File: src/rtl/mem_ctrl.sv
// Arbitrates one byte-wide RAM port between instruction fetch and the MEM stage (MEM wins ties).
// Read takes len+1 busy cycles and a write takes len, then one DONE cycle; requests that lose or arrive while busy wait, seeing IDLE.
module mem_ctrl #(
    parameter int ADDR_W = 32
) (
    input  logic              clk,
    input  logic              rst,
    input  logic              if_req,
    input  logic [ADDR_W-1:0] if_addr,
    input  logic              if_flush,
    output logic [31:0]       if_data,
    output logic [1:0]        if_status,
    input  logic [1:0]        rw_mem,
    input  logic [ADDR_W-1:0] addr_to_mem,
    input  logic [31:0]       data_to_mem,
    input  logic [3:0]        quantity,
    output logic [31:0]       data_from_mem,
    output logic [1:0]        mem_status,
    input  logic [7:0]        ram_din,
    output logic [7:0]        ram_dout,
    output logic [ADDR_W-1:0] ram_a,
    output logic              ram_wr
);

    localparam logic [1:0] ST_IDLE = 2'b00;
    localparam logic [1:0] ST_BUSY = 2'b01;
    localparam logic [1:0] ST_DONE = 2'b10;

    typedef enum logic [1:0] {S_IDLE, S_READ, S_WRITE, S_DONE} state_t;

    state_t            state_q, state_d;
    logic              owner_q, owner_d;
    logic [ADDR_W-1:0] base_q, base_d;
    logic [2:0]        cnt_q, cnt_d;
    logic [2:0]        len_q, len_d;
    logic [31:0]       wdata_q, wdata_d;
    logic [31:0]       rbuf_q, rbuf_d;
    logic [31:0]       if_data_q, if_data_d;
    logic [31:0]       data_from_mem_q, data_from_mem_d;

    logic              mem_ok;
    logic [31:0]       rbuf_masked;

    always_ff @(posedge clk) begin
        if (rst) begin
            state_q         <= S_IDLE;
            owner_q         <= 1'b0;
            base_q          <= '0;
            cnt_q           <= 3'd0;
            len_q           <= 3'd0;
            wdata_q         <= 32'd0;
            rbuf_q          <= 32'd0;
            if_data_q       <= 32'd0;
            data_from_mem_q <= 32'd0;
        end else begin
            state_q         <= state_d;
            owner_q         <= owner_d;
            base_q          <= base_d;
            cnt_q           <= cnt_d;
            len_q           <= len_d;
            wdata_q         <= wdata_d;
            rbuf_q          <= rbuf_d;
            if_data_q       <= if_data_d;
            data_from_mem_q <= data_from_mem_d;
        end
    end

    always_comb begin
        state_d         = state_q;
        owner_d         = owner_q;
        base_d          = base_q;
        cnt_d           = cnt_q;
        len_d           = len_q;
        wdata_d         = wdata_q;
        rbuf_d          = rbuf_q;
        if_data_d       = if_data_q;
        data_from_mem_d = data_from_mem_q;
        ram_a           = '0;
        ram_dout        = 8'd0;
        ram_wr          = 1'b0;
        if_status       = ST_IDLE;
        mem_status      = ST_IDLE;

        mem_ok = ((rw_mem == 2'b01) || (rw_mem == 2'b10)) &&
                 ((quantity == 4'd1) || (quantity == 4'd2) || (quantity == 4'd4));

        // Bytes beyond the transfer length may hold stale data from an earlier read.
        rbuf_masked = 32'd0;
        for (int k = 0; k < 4; k++) begin
            if (3'(k) < len_q) begin
                rbuf_masked[8*k +: 8] = rbuf_q[8*k +: 8];
            end
        end

        case (state_q)
            S_IDLE: begin
                if (mem_ok) begin
                    owner_d = 1'b1;
                    base_d  = addr_to_mem;
                    len_d   = quantity[2:0];
                    wdata_d = data_to_mem;
                    cnt_d   = 3'd0;
                    state_d = (rw_mem == 2'b10) ? S_WRITE : S_READ;
                end else if (if_req && !if_flush) begin
                    owner_d = 1'b0;
                    base_d  = if_addr;
                    len_d   = 3'd4;
                    wdata_d = data_to_mem;
                    cnt_d   = 3'd0;
                    state_d = S_READ;
                end
            end
            S_READ: begin
                if (owner_q) mem_status = ST_BUSY;
                else         if_status  = ST_BUSY;
                if (cnt_q < len_q) begin
                    ram_a = base_q + ADDR_W'(cnt_q);
                end
                // RAM data lags the address by one cycle, so byte cnt-1 arrives now.
                if (cnt_q != 3'd0) begin
                    rbuf_d[{cnt_q[1:0] - 2'd1, 3'b000} +: 8] = ram_din;
                end
                cnt_d = cnt_q + 3'd1;
                if (cnt_q == len_q) begin
                    state_d = S_DONE;
                end
                if (!owner_q && if_flush) begin
                    state_d = S_IDLE;
                end
            end
            S_WRITE: begin
                if (owner_q) mem_status = ST_BUSY;
                else         if_status  = ST_BUSY;
                ram_a    = base_q + ADDR_W'(cnt_q);
                ram_dout = wdata_q[{cnt_q[1:0], 3'b000} +: 8];
                ram_wr   = 1'b1;
                cnt_d    = cnt_q + 3'd1;
                if (cnt_q == len_q - 3'd1) begin
                    state_d = S_DONE;
                end
            end
            S_DONE: begin
                state_d = S_IDLE;
                if (owner_q) begin
                    mem_status      = ST_DONE;
                    data_from_mem_d = rbuf_masked;
                end else if (!if_flush) begin
                    if_status = ST_DONE;
                    if_data_d = rbuf_masked;
                end
            end
            default: state_d = S_IDLE;
        endcase

        // Reset must silence the RAM port immediately, not at the next edge.
        if (rst) begin
            ram_a      = '0;
            ram_dout   = 8'd0;
            ram_wr     = 1'b0;
            if_status  = ST_IDLE;
            mem_status = ST_IDLE;
        end
        if_data       = rst ? 32'd0 : if_data_d;
        data_from_mem = rst ? 32'd0 : data_from_mem_d;
    end

endmodule

File: config.mk
export PLATFORM = sky130hd
export DESIGN_NAME = mem_ctrl
export DESIGN_NICKNAME = d
export VERILOG_FILES = /design/src/rtl/mem_ctrl.sv
export SDC_FILE = /design/constraint.sdc
export NUM_CORES = 1
export LEC_CHECK = 0
export CAP_MARGIN = 40
export CORE_AREA = 2 2 148 150
export DETAILED_ROUTE_END_ITERATION = 8
export DIE_AREA = 0 0 150 152
export PLACE_DENSITY_LB_ADDON = 0.25
export SYNTH_ARGS = -nofsm -noshare
export SYNTH_HDL_FRONTEND = slang
export SYNTH_SLANG_ARGS = --single-unit
File: constraint.sdc
create_clock -name clk -period 7.15 [get_ports clk]
set_clock_uncertainty 0.1 [all_clocks]
set_input_delay 1.43 -clock clk [delete_from_list [all_inputs] [get_ports clk]]
set_output_delay 1.43 -clock clk [all_outputs]
set_load 0.05 [all_outputs]
==> flow_summary.rst <==
.. list-table::
   :header-rows: 1

   * - Metric
     - Value
   * - Net count after synthesis
     - between 1000 and 1500
   * - Main combinational cell family by area after synthesis
     - simple AND/OR/NAND/NOR gates
   * - Number of buffers inserted for hold repair after clock tree synthesis
     - 0
   * - Detailed-router iteration count before antenna repair
     - 4
   * - Count of antenna diodes in the layout
     - 0
   * - Register area share after synthesis
     - 0.405
   * - Proportion of register bits with asynchronous set or reset after synthesis
     - 0
   * - Worst-case vdd ir drop
     - 0.197 mV
   * - Post-CTS Setup Repair Bufs
     - 0
   * - Antenna-violating nets left
     - 0
   * - Tmin final
     - between 5 and 6 ns
   * - Number of antenna violations at the first check in global routing
     - 1
   * - Area share of xor/xnor cells in the synthesized design
     - 0.0154
   * - Starting Density
     - 0.391
   * - Area occupied by multi-input gates
     - 4530 µm²
   * - Start of the worst register-to-register path
     - cnt_q[1]$_SDFFE_PP0P_
   * - Total of fill cells in the finished design
     - 2044
   * - Mux share of post-synthesis cell area
     - 0.103
   * - Run status
     - completed
   * - Fraction of layout cells with a size suffix above 1
     - 0.0569
   * - CTS root buffer
     - clkbuf_16
   * - Mapped cell area
     - about 8300 µm²
   * - Final hold viol count
     - 0
   * - CTS tree
     - built
   * - Number of synthesis warnings
     - 0
   * - Chip height
     - about 150 µm
   * - Power Dens Cells
     - 245 nW/µm²
   * - Final design instance area without fill
     - 11300 µm²
   * - Count of port buffers added during placement
     - about 220
   * - Per-cell routed wire length
     - ~17 µm
   * - Htree depth
     - 4
   * - Timing startpoint of the critical path
     - cnt_q[0]$_SDFFE_PP0P_
   * - Kind of start point of the critical path
     - flop
   * - HPWL after DPL
     - ~17 mm
   * - Data required time of the worst path
     - 5.62 ns
   * - Wire length reported by the detailed router
     - 24.1 mm
   * - Max frequency
     - ~170 MHz
   * - Worst hold path startpoint
     - wdata_q[1]$_SDFFE_PP0P_
   * - Sum Neg Setup Slack
     - 0 ns
   * - Nets@finish
     - 1301
   * - Number of cells produced by synthesis
     - 991
   * - Number of maximum-capacitance violations
     - 0
   * - Predominant post-synthesis flop cell
     - dfxtp_1
   * - Vias
     - 7737
   * - Via count of the first global-routing pass
     - 7523
   * - Maximum number of buffers from clock root to sink
     - 2
   * - Die width
     - 150 µm
   * - Leakage power
     - around 4 nW
   * - Wire length of the first global-routing pass
     - 38.9 mm
   * - Register bit count reported by yosys
     - 169
   * - Number of synthesized flops with an enable pin
     - 0
   * - Die area
     - ~23000 µm²
   * - Kind of path behind the tightest hold check
     - reg2reg
   * - Placed inst area
     - 10700 µm²
   * - Final number of setup-violating endpoints
     - 0
   * - Synthesized-area fraction occupied by ao, oa, aoi and oai cells
     - 0.172
   * - Slew at the pin closest to its max-slew limit
     - 0.799 ns
   * - Post-DR vias/cell
     - 5.31
   * - RSZ-0062 raised after global routing
     - no
   * - Sequential Area
     - 3380 µm²
   * - Number of buffers inserted during clock tree synthesis
     - 17
   * - Adder-Cell Fraction of Synth Area
     - 0.0324
   * - Post-synthesis cell type count
     - 61
   * - Final global-route overflow total
     - 0
   * - Ports placed on the boundary
     - ~220
   * - Post-cts resize count
     - 0
   * - Number of DRC markers after the initial detailed-route iteration
     - 433
   * - Clock latency on the worst-skew pair
     - 0.43 ns
   * - Clock input transition at the sequential cells of the worst setup and hold paths
     - 0.07 ns
   * - Core area
     - between 20000 and 25000 µm²
   * - Layout Area Growth over Synthesis
     - 35.5%
   * - Row cnt
     - 54
   * - Arrival time of the worst setup path
     - 4.42 ns
   * - Clk sinks
     - 169
   * - GRT Overall Usage
     - 0.212
   * - Crit path kind
     - reg2out
   * - Average size of a mapped cell
     - 8.43 µm²
   * - Critical path capture point type
     - primary output
   * - Remaining routing DRC violations
     - 0
   * - Post-synthesis simple-gate area fraction
     - 0.219
   * - Crit path max fanout
     - 16
   * - Final clock period utilization by the worst path
     - 0.832
   * - Largest net degree at the start of global routing
     - 81
   * - Global placement routability congestion
     - 0.789
   * - Slew headroom
     - 0.467
   * - Final max-slew violation count
     - 0
[where the power goes]
part | internal (mW) | switching [mW] | leakage, nW
clock | 0.535 | 0.414 | 0.295
combinational | 0.293 | 0.413 | 2.34
sequential | 1.02 | 0.0981 | 1.37
[cells by family (layout without fill, tap and decap cells)]
logic type,Yosys count,count (layout)
AO/OA/AOI/OAI,236,236
adder cells (fa/ha/maj),21,21
buffers and inverters,101,288
AND/OR/NAND/NOR,375,375
multiplexers,76,76
flip-flops,169,169
XOR/XNOR,13,13
[through the flow]
step	util	power [mW]	setup WS, ns	hold slack, ns	cells
floorplan	-	1.61	2.16	0.332	991
global placement	0.498	1.83	1.59	0.340	1422
detailed placement	0.502	1.85	1.57	0.345	1427
CTS	0.530	2.81	1.16	0.358	1458
global route	0.530	2.92	0.955	0.376	1458
finish	0.530	2.77	1.20	0.356	1458
[layout make-up]
class,count,share of cell area
multi-input combinational,721,0.400
clock buffer,18,0.0388
clock inverter,13,0.0139
sequential,169,0.299
tap,280,0.0310
timing repair buffer,239,0.211
inverter,18,0.00597
[routing by layer]
metal,share of wire,routed length [µm],global-route usage
met5,0.00058,14,0
met1,0.46,11000,0.279
met3,0.068,1640,0.0670
met4,0.012,299,0.0535
met2,0.46,11200,0.336
[worst max-delay path: stages (launching register included)]
cell,delay (ns)
dfxtp_1,0.68
buf_4,0.36
ha_1,0.21
inv_1,0.05
fa_1,0.38
nor2b_1,0.47
o21ai_2,0.29
or4_1,0.56
a21oi_1,0.16
clkdlybuf4s50_1,0.84
[synthesized netlist by cell type (3+ instances only)]
cell type / n / area (µm²)
a211oi_1: 34 / 255
a21oi_1: 148 / 741
and2_1: 3 / 18.8
and3_1: 12 / 75.1
and4_1: 4 / 35.0
buf_1: 6 / 22.5
buf_2: 16 / 80.1
buf_4: 5 / 37.5
buf_6: 3 / 33.8
clkbuf_1: 52 / 195
dfxtp_1: 169 / 3380
ha_1: 20 / 250
inv_1: 17 / 63.8
mux2i_1: 67 / 671
mux4_2: 8 / 180
nand2_1: 169 / 634
nand2b_1: 10 / 62.6
nand3_1: 83 / 415
nand4_1: 8 / 50.1
nor2_1: 23 / 86.3
nor2b_1: 8 / 50.1
nor3_1: 3 / 15.0
nor4_1: 8 / 50.1
o2111ai_1: 5 / 43.8
o211ai_1: 5 / 37.5
o21ai_0: 5 / 25.0
o31ai_1: 15 / 113
or3_1: 20 / 125
or4_1: 15 / 113
xnor2_1: 5 / 43.8
xor2_1: 7 / 61.3
[cells in the final DEF, fill, tap and decap left out, drive strengths merged, types with 9 or more instances in the layout]
cell type      instances
clkdlybuf4s50        221
nand2                169
dfxtp                169
a21oi                149
nand3                 83
mux2i                 67
a211oi                34
inv                   26
nor2                  23
or3                   20
ha                    20
clkbuf                18
buf                   18
o31ai                 15
or4                   15
and3                  12
nand2b                10
nand4                  9
[flip-flops by register name, indices dropped and copies added, names as in the netlist]
register and count:
if_data_q 32, owner_q 1, cnt_q 3, wdata_q 32, state_q 2, rbuf_q 32, data_from_mem_q 32, len_q 3
base_q 32
[final timing paths]
kind	to	slack (ns)	cells past startpoint
min	wdata_q[1]$_SDFFE_PP0P_	0.36	2
min reg2reg	wdata_q[1]$_SDFFE_PP0P_	0.36	2
max	ram_a[22]	1.20	9
max reg2reg	rbuf_q[22]$_SDFFE_PP0P_	4.31	7
No activity file was read; power rests on OpenSTA's default activity.
